===== config.mk =====
export PLATFORM = sky130hd
export DESIGN_NAME = order_book_update_ctrl
export DESIGN_NICKNAME = d
export VERILOG_FILES = /design/src/rtl/order_book_pkg.sv /design/src/rtl/order_book_update_ctrl_qty_alu.sv /design/src/rtl/order_book_update_ctrl.sv
export SDC_FILE = /design/constraint.sdc
export NUM_CORES = 1
export LEC_CHECK = 0
export ABC_CLOCK_PERIOD_IN_PS = 3720
export CAP_MARGIN = 0
export CORE_MARGIN = 2
export CORE_UTILIZATION = 38
export DETAILED_ROUTE_END_ITERATION = 10
export HOLD_SLACK_MARGIN = 0.15
export SLEW_MARGIN = 20
export SYNTH_ARGS = -nofsm -noshare
export SYNTH_HDL_FRONTEND = slang
export SYNTH_SLANG_ARGS = --single-unit

===== constraint.sdc =====
create_clock -name clk -period 3.72 [get_ports clk]
set_input_delay 0.558 -clock clk [delete_from_list [all_inputs] [get_ports clk]]
set_output_delay 0.558 -clock clk [all_outputs]
set_load 0.01 [all_outputs]

===== src/rtl/order_book_pkg.sv =====
`default_nettype none
// ============================================================================
//  Module      : order_book_pkg
//  Description : Shared types and default widths for the order book
//                read-modify-write controller.
//                  op_t    - order event opcode (ADD / CANCEL / QUERY / RSVD)
//                  err_t   - update report status code
//                  state_t - controller state encoding
//  Revision    : 1.0 - initial release
// ============================================================================
package order_book_pkg;

    localparam int ADDR_W_DEF = 12;
    localparam int DATA_W_DEF = 32;

    typedef enum logic [1:0] {
        OP_ADD    = 2'd0,
        OP_CANCEL = 2'd1,
        OP_QUERY  = 2'd2,
        OP_RSVD   = 2'd3
    } op_t;

    typedef enum logic [1:0] {
        ERR_OK        = 2'd0,
        ERR_UNDERFLOW = 2'd1,
        ERR_ILLEGAL   = 2'd2,
        ERR_TIMEOUT   = 2'd3
    } err_t;

    typedef enum logic [1:0] {
        IDLE  = 2'd0,
        ISSUE = 2'd1,
        WAIT  = 2'd2,
        WR    = 2'd3
    } state_t;

endpackage
`default_nettype wire


===== src/rtl/order_book_update_ctrl_qty_alu.sv =====
`default_nettype none
// ============================================================================
//  Module      : qty_alu
//  Description : Combinational quantity arithmetic for one price level.
//                ADD    : rd + qty, saturated at all-ones.
//                CANCEL : rd - qty, clamped to zero with underflow flagged.
//  Ports       : op        - latched opcode (only CANCEL selects subtract)
//                rd        - quantity read from the level
//                qty       - order quantity
//                result    - value to write back
//                underflow - CANCEL quantity exceeded the level quantity
//  Revision    : 1.0 - initial release
// ============================================================================
module qty_alu
    import order_book_pkg::*;
#(
    parameter int DATA_W = DATA_W_DEF
) (
    input  op_t               op,
    input  logic [DATA_W-1:0] rd,
    input  logic [DATA_W-1:0] qty,
    output logic [DATA_W-1:0] result,
    output logic              underflow
);

    // One extra bit catches the carry used for saturation.
    logic [DATA_W:0] sum;

    always_comb begin
        sum       = {1'b0, rd} + {1'b0, qty};
        result    = '0;
        underflow = 1'b0;
        if (op == OP_CANCEL) begin
            if (qty > rd) begin
                underflow = 1'b1;
            end else begin
                result = rd - qty;
            end
        end else begin
            result = sum[DATA_W] ? {DATA_W{1'b1}} : sum[DATA_W-1:0];
        end
    end

endmodule
`default_nettype wire


===== src/rtl/order_book_update_ctrl.sv =====
`default_nettype none
// ============================================================================
//  Module      : order_book_update_ctrl
//  Description : Read-modify-write engine in front of the price-level memory.
//                Accepts one order event per handshake, reads the level,
//                applies saturating add / clamping subtract, writes back and
//                emits a one-cycle registered update report.
//  Ports       : clk, rst_n              - clock, async active-low reset
//                in_valid/in_ready       - event handshake
//                in_op/in_level/in_qty   - event fields
//                mem_addr/mem_wdata      - memory address / write data
//                mem_write_request       - memory write strobe
//                mem_data_read           - consumes memory read data
//                mem_rdata/mem_out_valid - memory read data / valid
//                upd_valid               - report pulse
//                upd_op/level/qty/err    - report fields
//  Revision    : 1.0 - initial release
// ============================================================================
module order_book_update_ctrl
    import order_book_pkg::*;
#(
    parameter int ADDR_W      = ADDR_W_DEF,
    parameter int DATA_W      = DATA_W_DEF,
    parameter int TIMEOUT_CYC = 16
) (
    input  logic              clk,
    input  logic              rst_n,
    input  logic              in_valid,
    output logic              in_ready,
    input  logic [1:0]        in_op,
    input  logic [ADDR_W-1:0] in_level,
    input  logic [DATA_W-1:0] in_qty,
    output logic [ADDR_W-1:0] mem_addr,
    output logic [DATA_W-1:0] mem_wdata,
    output logic              mem_write_request,
    output logic              mem_data_read,
    input  logic [DATA_W-1:0] mem_rdata,
    input  logic              mem_out_valid,
    output logic              upd_valid,
    output logic [1:0]        upd_op,
    output logic [ADDR_W-1:0] upd_level,
    output logic [DATA_W-1:0] upd_qty,
    output logic [1:0]        upd_err
);

    localparam int               CNT_W    = $clog2(TIMEOUT_CYC + 1);
    localparam logic [CNT_W-1:0] CNT_LAST = CNT_W'(TIMEOUT_CYC - 1);

    state_t              state, state_d;
    op_t                 op_q;
    logic [ADDR_W-1:0]   level_q;
    logic [DATA_W-1:0]   qty_q;
    logic [DATA_W-1:0]   rd_q;
    logic [CNT_W-1:0]    cnt;

    logic                accept;
    logic                capture;
    logic                cnt_clr;
    logic                cnt_inc;
    logic                upd_fire;
    op_t                 upd_op_d;
    logic [ADDR_W-1:0]   upd_level_d;
    logic [DATA_W-1:0]   upd_qty_d;
    err_t                upd_err_d;

    logic [DATA_W-1:0]   alu_result;
    logic                alu_underflow;

    qty_alu #(
        .DATA_W (DATA_W)
    ) u_qty_alu (
        .op        (op_q),
        .rd        (rd_q),
        .qty       (qty_q),
        .result    (alu_result),
        .underflow (alu_underflow)
    );

    // The address always follows the latched level so the memory's idle
    // reads target the level most recently handled.
    assign mem_addr = level_q;

    // ------------------------------------------------------------------
    // State register
    // ------------------------------------------------------------------
    always_ff @(posedge clk or negedge rst_n) begin
        if (!rst_n) begin
            state <= IDLE;
        end else begin
            state <= state_d;
        end
    end

    // ------------------------------------------------------------------
    // Next state and outputs
    // ------------------------------------------------------------------
    always_comb begin
        state_d           = state;
        in_ready          = (state == IDLE);
        mem_data_read     = 1'b0;
        mem_write_request = 1'b0;
        mem_wdata         = '0;
        accept            = 1'b0;
        capture           = 1'b0;
        cnt_clr           = 1'b0;
        cnt_inc           = 1'b0;
        upd_fire          = 1'b0;
        upd_op_d          = op_q;
        upd_level_d       = level_q;
        upd_qty_d         = '0;
        upd_err_d         = ERR_OK;

        case (state)
            IDLE: begin
                if (in_valid) begin
                    accept = 1'b1;
                    if (op_t'(in_op) == OP_RSVD) begin
                        // Reserved op is reported immediately; memory untouched.
                        upd_fire    = 1'b1;
                        upd_op_d    = op_t'(in_op);
                        upd_level_d = in_level;
                        upd_err_d   = ERR_ILLEGAL;
                    end else begin
                        state_d = ISSUE;
                    end
                end
            end
            ISSUE: begin
                if (mem_out_valid) begin
                    // Data left over from an idle read is for a stale
                    // address; drop it and retry next cycle.
                    mem_data_read = 1'b1;
                end else begin
                    // Memory launches the read at this edge.
                    state_d = WAIT;
                    cnt_clr = 1'b1;
                end
            end
            WAIT: begin
                if (mem_out_valid) begin
                    mem_data_read = 1'b1;
                    capture       = 1'b1;
                    if (op_q == OP_QUERY) begin
                        state_d   = IDLE;
                        upd_fire  = 1'b1;
                        upd_qty_d = mem_rdata;
                    end else begin
                        state_d = WR;
                    end
                end else if (cnt == CNT_LAST) begin
                    state_d   = IDLE;
                    upd_fire  = 1'b1;
                    upd_err_d = ERR_TIMEOUT;
                end else begin
                    cnt_inc = 1'b1;
                end
            end
            WR: begin
                mem_write_request = 1'b1;
                mem_wdata         = alu_result;
                state_d           = IDLE;
                upd_fire          = 1'b1;
                upd_qty_d         = alu_result;
                upd_err_d         = alu_underflow ? ERR_UNDERFLOW : ERR_OK;
            end
            default: begin
                state_d = IDLE;
            end
        endcase
    end

    // ------------------------------------------------------------------
    // Event latches, read capture, timeout counter and report registers
    // ------------------------------------------------------------------
    always_ff @(posedge clk or negedge rst_n) begin
        if (!rst_n) begin
            op_q      <= OP_ADD;
            level_q   <= '0;
            qty_q     <= '0;
            rd_q      <= '0;
            cnt       <= '0;
            upd_valid <= 1'b0;
            upd_op    <= 2'd0;
            upd_level <= '0;
            upd_qty   <= '0;
            upd_err   <= 2'd0;
        end else begin
            if (accept) begin
                op_q    <= op_t'(in_op);
                level_q <= in_level;
                qty_q   <= in_qty;
            end
            if (capture) begin
                rd_q <= mem_rdata;
            end
            if (cnt_clr) begin
                cnt <= '0;
            end else if (cnt_inc) begin
                cnt <= cnt + CNT_W'(1);
            end
            upd_valid <= upd_fire;
            if (upd_fire) begin
                upd_op    <= upd_op_d;
                upd_level <= upd_level_d;
                upd_qty   <= upd_qty_d;
                upd_err   <= upd_err_d;
            end
        end
    end

endmodule
`default_nettype wire


== After elaboration in Yosys (flattened, before gate mapping) ==
Cells that the tools add are included.

* Register bits after elaboration: 134
* Word-level logic and storage cells: 77
* Input port bits: 82

* Reduce and logical (&&, ||, !) cells: 4
* Magnitude comparators: 1
* Equality and inequality tests: 11
* Mux-type cells: 47
* Add/sub/neg operators: 3

{| class="wikitable"
|+ Operator list
! cell !! number
|-
| 32-bit 2-to-1 mux || 6
|-
| 32-bit one-hot mux with 2 select lines || 1
|-
| 12-bit 2-to-1 mux || 3
|-
| 32-bit by 32-bit adder with 33-bit output || 1
|-
| 32-bit greater-than comparator || 1
|-
| 32-bit subtractor || 1
|-
| 2-bit 2-to-1 mux || 13
|-
| 1-bit 2-to-1 mux || 19
|-
| 5-bit 2-to-1 mux || 2
|-
| 2-bit == test (second input constant) || 4
|-
| 2-bit one-hot mux with 4 select lines || 1
|-
| 2-bit inequality test (second input constant) || 3
|-
| 2-bit one-hot mux with 3 select lines || 1
|-
| 5-bit by 1-bit adder with 5-bit output (second input constant) || 1
|-
| 5-bit by 4-bit == test with 1-bit output (second input constant) || 1
|-
| 2-bit by 1-bit == test with 1-bit output (second input constant) || 2
|-
| 4-bit AND reduction || 1
|-
| 3-bit inequality test (second input constant) || 1
|-
| 1-bit one-hot mux with 3 select lines || 1
|-
| 2-bit logical NOT || 1
|-
| 2-bit nonzero test || 1
|-
| 2-bit OR reduction || 1
|}

== Depth between registers and ports, before layout ==
Gate-level depths: netlist of the first run.

* Depth in word-level cells: 6
* Mapped depth: 14
* Depth with buffers taken out: 12

== Modules after synthesis ==
From an unflattened synthesis of the first run, not the netlist that was laid out.

* Cells, all modules: 1,128
* Area, all modules: 9,992.1 um2

{| class="wikitable"
|+ Modules (own cells, without submodules)
! module !! sequential area each (um2) !! cells each !! area an instance (um2) !! times used
|-
| order_book_update_ctrl || 3,353.2 || 470 || 5,703.0 || 1
|-
| qty_alu || 0.0 || 658 || 4,289.1 || 1
|}

== Least setup slack after synthesis of the first run ==
No wires, ideal clock.

* Path type: register -> output
* From: reg qty_q[0]
* To: out mem_wdata[23]
* Data required time: 3,162 ps
* Cell stages (with the launch flop): 14
* Setup slack: 250 ps
* Arrival time: 2,912 ps
* Path buffers: 2
* Cell sequence: dfrtp_1 -> ha_1 -> fa_1 -> nor2b_1 -> o311ai_2 -> a2bb2oi_1 -> a211oi_2 -> nor4b_2 -> o21ai_4 -> buf_2 -> buf_2 -> nand3_1 -> a22oi_1 -> nor2_1

* Cells in the longest elaborated chain, start to end: 4

{| class="wikitable"
|+ RTL lines
! what !! line !! text
|-
| from (decl) || order_book_update_ctrl.sv:52 || <nowiki>logic [DATA_W-1:0] qty_q;</nowiki>
|-
| from (signal assigned) || order_book_update_ctrl.sv:191 || <nowiki>qty_q <= in_qty;</nowiki>
|-
| 32-bit by 32-bit adder with 33-bit output (tied with other cells) || order_book_update_ctrl_qty_alu.sv:30 || <nowiki>sum = {1'b0, rd} + {1'b0, qty};</nowiki>
|-
| 32-bit 2-to-1 mux, on equally long branches || order_book_update_ctrl_qty_alu.sv:40, order_book_update_ctrl_qty_alu.sv:34 ||
|-
| 32-bit 2-to-1 mux * || order_book_update_ctrl_qty_alu.sv:33 || <nowiki>if (op == OP_CANCEL) begin</nowiki>
|-
| 32-bit 2-to-1 mux * || order_book_update_ctrl.sv:113 || <nowiki>case (state)</nowiki>
|-
| to (decl) || order_book_update_ctrl.sv:34 || <nowiki>output logic [DATA_W-1:0] mem_wdata,</nowiki>
|}

Every way passes the cells marked *; elsewhere a longest branch is shown, timed or not.

== Worst setup path in the final report of the first run ==
* From: reg rd_q[0]
* To: out mem_wdata[29]

* Cells in the longest elaborated chain, start to end: 4

{| class="wikitable"
|+ RTL lines
! what !! line !! text
|-
| from (decl) || order_book_update_ctrl.sv:53 || <nowiki>logic [DATA_W-1:0] rd_q;</nowiki>
|-
| from (signal assigned) || order_book_update_ctrl.sv:194 || <nowiki>rd_q <= mem_rdata;</nowiki>
|-
| 32-bit by 32-bit adder with 33-bit output (tied with other cells) || order_book_update_ctrl_qty_alu.sv:30 ||
|-
| 32-bit 2-to-1 mux, on equally long branches || order_book_update_ctrl_qty_alu.sv:40, order_book_update_ctrl_qty_alu.sv:34 ||
|-
| 32-bit 2-to-1 mux * || order_book_update_ctrl_qty_alu.sv:33 ||
|-
| 32-bit 2-to-1 mux * || order_book_update_ctrl.sv:113 ||
|}

Marks and branches as above.

==> impl_metrics.tcl, run 1 <==
set metrics [dict create \
    layout_common_cells "299 x buf_4, 144 x clkdlybuf4s50_1, 133 x dfrtp_1" \
    pre_cts_slack_ns -0.6499 \
    final_common_cell "buf_4" \
    drtAntennaViolNets 0 \
    drv_slew 0 \
    io_buffers 177 \
    grt_pass1_vias 10817 \
    synthesis.instances 1168 \
    relSlewSlack_pct 43.42 \
    cp.required_ns 3.16 \
    hp-class "reg2reg" \
    worst-path-buf-inv 4 \
    routed_wl_mm 38.30 \
    cp_common_cell "buf_6" \
    synth_top_cell_by_area "dfrtp_1" \
    netlist_top_cells_area "dfrtp_1 33%, ha_1 9.0%, mux2_2 8.7%" \
    die_w_um 166.6 \
    place.gp.congestion 0.9458 \
    yosysSeqAreaShare_pct 33.36 \
    setup_viol 32 \
    fin_util_pct 61.86 \
    num_vias 11005 \
    worst_pin_slew_ns 0.8381 \
    period_share_pct 114.6 \
    gr-usage-all-layers_pct 26.73 \
    ys_seq_elements 134 \
    drc_errors 0 \
    syn-num-nets 1324 \
    netlist.area_leader.share_pct 33.36 \
    cpPeakStageDelay_ns 0.42 \
    cp-end-kind "primary output" \
    maxCapViolations 0 \
    pin_count 178 \
    core-area_um2 25980 \
    layout-drive-gt1-share_pct 37.27 \
    path_class "reg2out" \
    failed_checks "setup timing" \
    max_freq_mhz 234.6 \
    cts_buffers 17 \
    rsz0062_at_grt "yes" \
    cp.arrival_ns 3.70 \
    nNetsFinal 1796 \
    grt_pass1_wl_mm 59.11 \
    layout_min_cycle_time_ns 4.262 \
    cp_max_fo 3 \
    final.setup_skew_ns 0.01423 \
    dr.pass1.iters 6 \
    grt_busiest_layer "met2" \
    cts_tree "built" \
    synth_edf_count 0 \
    grtUsageMet2_pct 44.38 \
    netlist_area_um2 10050 \
    grt_use_met3_pct 4.301 \
    antennaDiodeCount 0 \
    antenna_found_initial 0 \
    path_cells "ha_4 -> fa_2 -> nor2b_4 -> o311ai_4 -> a2bb2oi_4 -> a211oi_4 -> buf_6 -> nor4b_4 -> o21ai_4 -> buf_6 -> or3b_4 -> a32oi_2 -> buf_4 -> nor2_2 -> buf_2" \
    critical-path-top-delay-family "compound AO/OA/AOI/OAI gates" \
    start_util_pct 38.68 \
    grt_overflow 0 \
    status "finished with violations" \
    drt_iter0_drc 643 \
    clock_path_buffers 2 \
    dieArea_um2 27770 \
    finalWorstSetupSlack_ns -0.5421 \
    cp_slowest_cell "dfrtp_1" \
    via_per_inst 5.536 \
    wl_per_cell_um 19.27 \
    syn_to_final_growth_pct 59.92 \
    worstSkewPairLatency_ns 0.44 \
    cp-start-kind "flop" \
    avgSynthCellArea_um2 8.606 \
    ys_warn_count 0 \
    synth-async-reset-ratio_pct 100.0 \
    dp_hpwl_mm 27.65 \
    clk_pin_slew_worst_paths_ns 0.06 \
    globalRouteMet1Util_pct 35.68 \
    clock-sinks 134 \
    finalSetupTns_ns -11.79 \
    rows 59 \
    htreeDepth 4 \
    dieHeight_um 166.6 \
    grt_max_degree 62 \
    synth_cell_types 77 \
    synthFlopType "dfrtp_1" \
    cts_root_buffer "clkbuf_16" \
    whs_ns 0.4820 \
    hold_viol_final 0 \
]
flip-flops by register name, indices dropped and copies added (netlist names):
name / flops
upd_valid: 1
qty_q: 32
upd_err: 2
state: 2
rd_q: 32
upd_op: 2
cnt: 5
mem_addr: 12
upd_level: 12
upd_qty: 32
op_q: 2
through the flow:
| step | instances | cell area [um2] |
|---|---|---|
| global route | 1988 | 16080 |
| CTS | 1969 | 15580 |
| detailed placement | 1878 | 14030 |
| floorplan | 1168 | 10050 |
| finish | 1988 | 16080 |
| global placement | 1878 | 14030 |
area by class of cell:
type	count	area, um2
fillers	2251	9910
inverters	83	314.1
repair buffers	523	4567
flip-flops and latches	134	3354
clock inverters	15	160.2
multi-input cells	881	6835
well taps	335	419.2
clock buffers	17	425.4
final timing paths:
path                            start            end  slack (ns)  cells after the start
max in group asynchronous       rst_n  upd_level[10]        2.24                      3
min in group asynchronous       rst_n      qty_q[16]        0.67                      2
max reg2reg                   rd_q[0]    upd_qty[18]        0.01                     18
max                           rd_q[0]  mem_wdata[29]       -0.54                     15
min                        upd_err[0]     upd_err[0]        0.48                      2
min reg2reg                upd_err[0]     upd_err[0]        0.48                      2
per-layer routing:
metal  vias to the layer above  routed length, um  share of wire, %
li1                       5184                  -                 -
met1                      5344              17060                45
met2                       412              18160                47
met3                        65               2144               5.6
met4                         0                935               2.4
met5                         -                  0                 0
Yosys cell counts (all sizes together) (15+ instances only):
library cell / n
a21o: 25
a21oi: 77
a22oi: 17
a31oi: 31
and2: 15
and3: 17
buf: 21
clkbuf: 50
dfrtp: 134
ha: 72
inv: 82
mux2: 78
nand2: 96
nand3: 20
nor2: 112
nor3: 38
o21ai: 59
o31ai: 15
cells by family after synthesis:
kind of cell	synth area share, %
compound gates	23.48
buf+inv	6.024
fa+ha+maj	9.360
xor+xnor	0.7842
mux	9.236
flops	33.36
simple gates	17.76
worst register-to-register path: cells and delay by family (launching register included):
kind,cells,cell delay [ns]
AOI/OAI and AO/OA,6,1.44
adders and majority gates,2,0.55
buffers and inverters,7,0.89
DFF,1,0.42
and+or+nand+nor,3,0.28
what timing repair did:
item                                    4_1_cts  5_1_grt
gates cloned                                  2        0
pin swaps                                    52       48
endpoints found under the setup margin       33       34
setup buffers                                59       30
gates resized for setup                     248       73
hold buffers                                  1        0
hold endpoints to repair                     56        0
Power of run 1 is left out: the tool's default activity adds up to more than one toggle a clock period on the data nets, which glitch-free logic cannot reach.
==> inputs of run 2 (changes only) <==
--- a/config.mk
+++ b/config.mk
@@ -11,6 +11,7 @@
 export CORE_UTILIZATION = 38
 export DETAILED_ROUTE_END_ITERATION = 10
 export HOLD_SLACK_MARGIN = 0.15
+export PLACE_DENSITY = 0.63
 export SLEW_MARGIN = 20
 export SYNTH_ARGS = -nofsm -noshare
 export SYNTH_HDL_FRONTEND = slang
==> impl_metrics.tcl, run 2 (synthesis gave the netlist of run 1 again) <==
set metrics [dict create \
    grt_pass1_wl_mm 58.80 \
    clock_path_buffers 2 \
    gr-usage-all-layers_pct 26.48 \
    cts_root_buffer "clkbuf_16" \
    dp_hpwl_mm 27.72 \
    clock-sinks 134 \
    grt_max_degree 75 \
    layout-drive-gt1-share_pct 34.92 \
    worst-path-buf-inv 8 \
    io_buffers 177 \
    dieArea_um2 27770 \
    antenna_found_initial 0 \
    final_common_cell "buf_4" \
    drt_iter0_drc 893 \
    cpPeakStageDelay_ns 0.42 \
    failed_checks "setup timing" \
    cp_common_cell "buf_12" \
    rsz0062_at_grt "yes" \
    pre_cts_slack_ns -0.4997 \
    top_regs "qty_q (32), rd_q (32), upd_qty (32)" \
    num_vias 10700 \
    critical-path-top-delay-family "compound AO/OA/AOI/OAI gates" \
    routed_wl_mm 37.43 \
    hold_viol_final 0 \
    dieHeight_um 166.6 \
    via_per_inst 5.544 \
    maxCapViolations 0 \
    drv_slew 0 \
    final.setup_skew_ns 0.009135 \
    ff_latch_area_um2 3354 \
    cp-start-kind "flop" \
    cp_slowest_cell "dfrtp_1" \
    pin_count 178 \
    status "finished with violations" \
    path_cells "ha_4 -> fa_2 -> nor2b_4 -> o311ai_4 -> a2bb2oi_2 -> a211oi_2 -> buf_4 -> nor4b_4 -> o21ai_4 -> buf_12 -> buf_8 -> buf_12 -> buf_12 -> buf_6 -> a311oi_2 -> o21bai_1 -> inv_1 -> buf_6" \
    cp.arrival_ns 3.61 \
    rows 59 \
    cp.required_ns 3.16 \
    grt_overflow 0 \
    drc_errors 0 \
    antennaDiodeCount 0 \
    max_freq_mhz 239.7 \
    multi_input_area_um2 6822 \
    finalWorstSetupSlack_ns -0.4527 \
    clk_pin_slew_worst_paths_ns 0.07 \
    cts_tree "built" \
    core-area_um2 25980 \
    cp-end-kind "primary output" \
    layout_common_cells "261 x buf_4, 144 x clkdlybuf4s50_1, 133 x dfrtp_1" \
    start_util_pct 38.68 \
    place.gp.congestion 0.9804 \
    relSlewSlack_pct 47.76 \
    fillers 2292 \
    wl_per_cell_um 19.39 \
    hp-class "in2async" \
    drtAntennaViolNets 0 \
    worstSkewPairLatency_ns 0.43 \
    grt_pass1_vias 10614 \
    die_w_um 166.6 \
    cts_buffers 17 \
    worst_pin_slew_ns 0.7714 \
    setup_viol 32 \
    dr.pass1.iters 6 \
    path_class "reg2out" \
    layout_min_cycle_time_ns 4.173 \
    period_share_pct 112.2 \
    syn_to_final_growth_pct 54.36 \
    cp_max_fo 8 \
    nNetsFinal 1738 \
    htreeDepth 4 \
]
run 2: cell type report:
class / count / area share [%]
inverter: 83 / 2.008
clock buffer: 17 / 2.742
timing repair buffer: 466 / 25.89
sequential: 134 / 21.62
tap: 335 / 2.701
multi-input combinational: 880 / 43.96
clock inverter: 15 / 1.072
run 2: per-layer routing:
metal  wire [um]  up-vias  GRT usage [%]
met5           0        -              0
met4        1008        0          8.246
met3        2261       57          4.396
li1            -     5062              -
met2       17500      389          43.33
met1       16660     5192          35.92
run 2: per-stage QoR:
| stage | hold WS, ns | TNS (ns) | cell area [um2] | utilization [%] | cells |
|---|---|---|---|---|---|
| after floorplan | 0.2624 | 0 | 10050 | - | 1168 |
| after global placement | 0.4543 | -9.878 | 13880 | 53.42 | 1860 |
| after detailed placement | 0.4592 | -12.46 | 13880 | 53.42 | 1860 |
| after CTS | 0.1792 | -13.74 | 15010 | 57.76 | 1922 |
| after global routing | 0.2142 | -13.73 | 15520 | 59.71 | 1930 |
| final | 0.1492 | -10.07 | 15520 | 59.71 | 1930 |
run 2: timing repair:
| action | CTS | global route |
|---|---|---|
| hold buffers | 0 | 0 |
| pin swaps | 44 | 38 |
| resized for setup | 205 | 83 |
| setup endpoints to repair | 32 | 33 |
| setup buffers | 33 | 14 |
run 2: worst paths after layout:
check                                from           end  slack [ns]  cells after the start
worst max-delay path             qty_q[0]  mem_wdata[6]       -0.45                     18
worst min-delay path                rst_n     qty_q[17]        0.15                      1
worst max register to register   qty_q[0]   upd_qty[12]        0.14                     19
worst min register to register  upd_op[0]     upd_op[0]        0.48                      2
max in group asynchronous           rst_n  upd_level[8]        2.78                      2
min in group clk                upd_op[0]     upd_op[0]        0.48                      2
run 2: worst register-to-register path, delay by kind of cell (launching register included):
| kind | cells | cell delay (ns) |
|---|---|---|
| adder cells (fa/ha/maj) | 2 | 0.53 |
| buffers and inverters | 8 | 0.93 |
| AND/OR/NAND/NOR | 3 | 0.37 |
| flip-flops | 1 | 0.42 |
| AO/OA/AOI/OAI | 6 | 1.19 |
Power of run 2 is left out for the same reason.
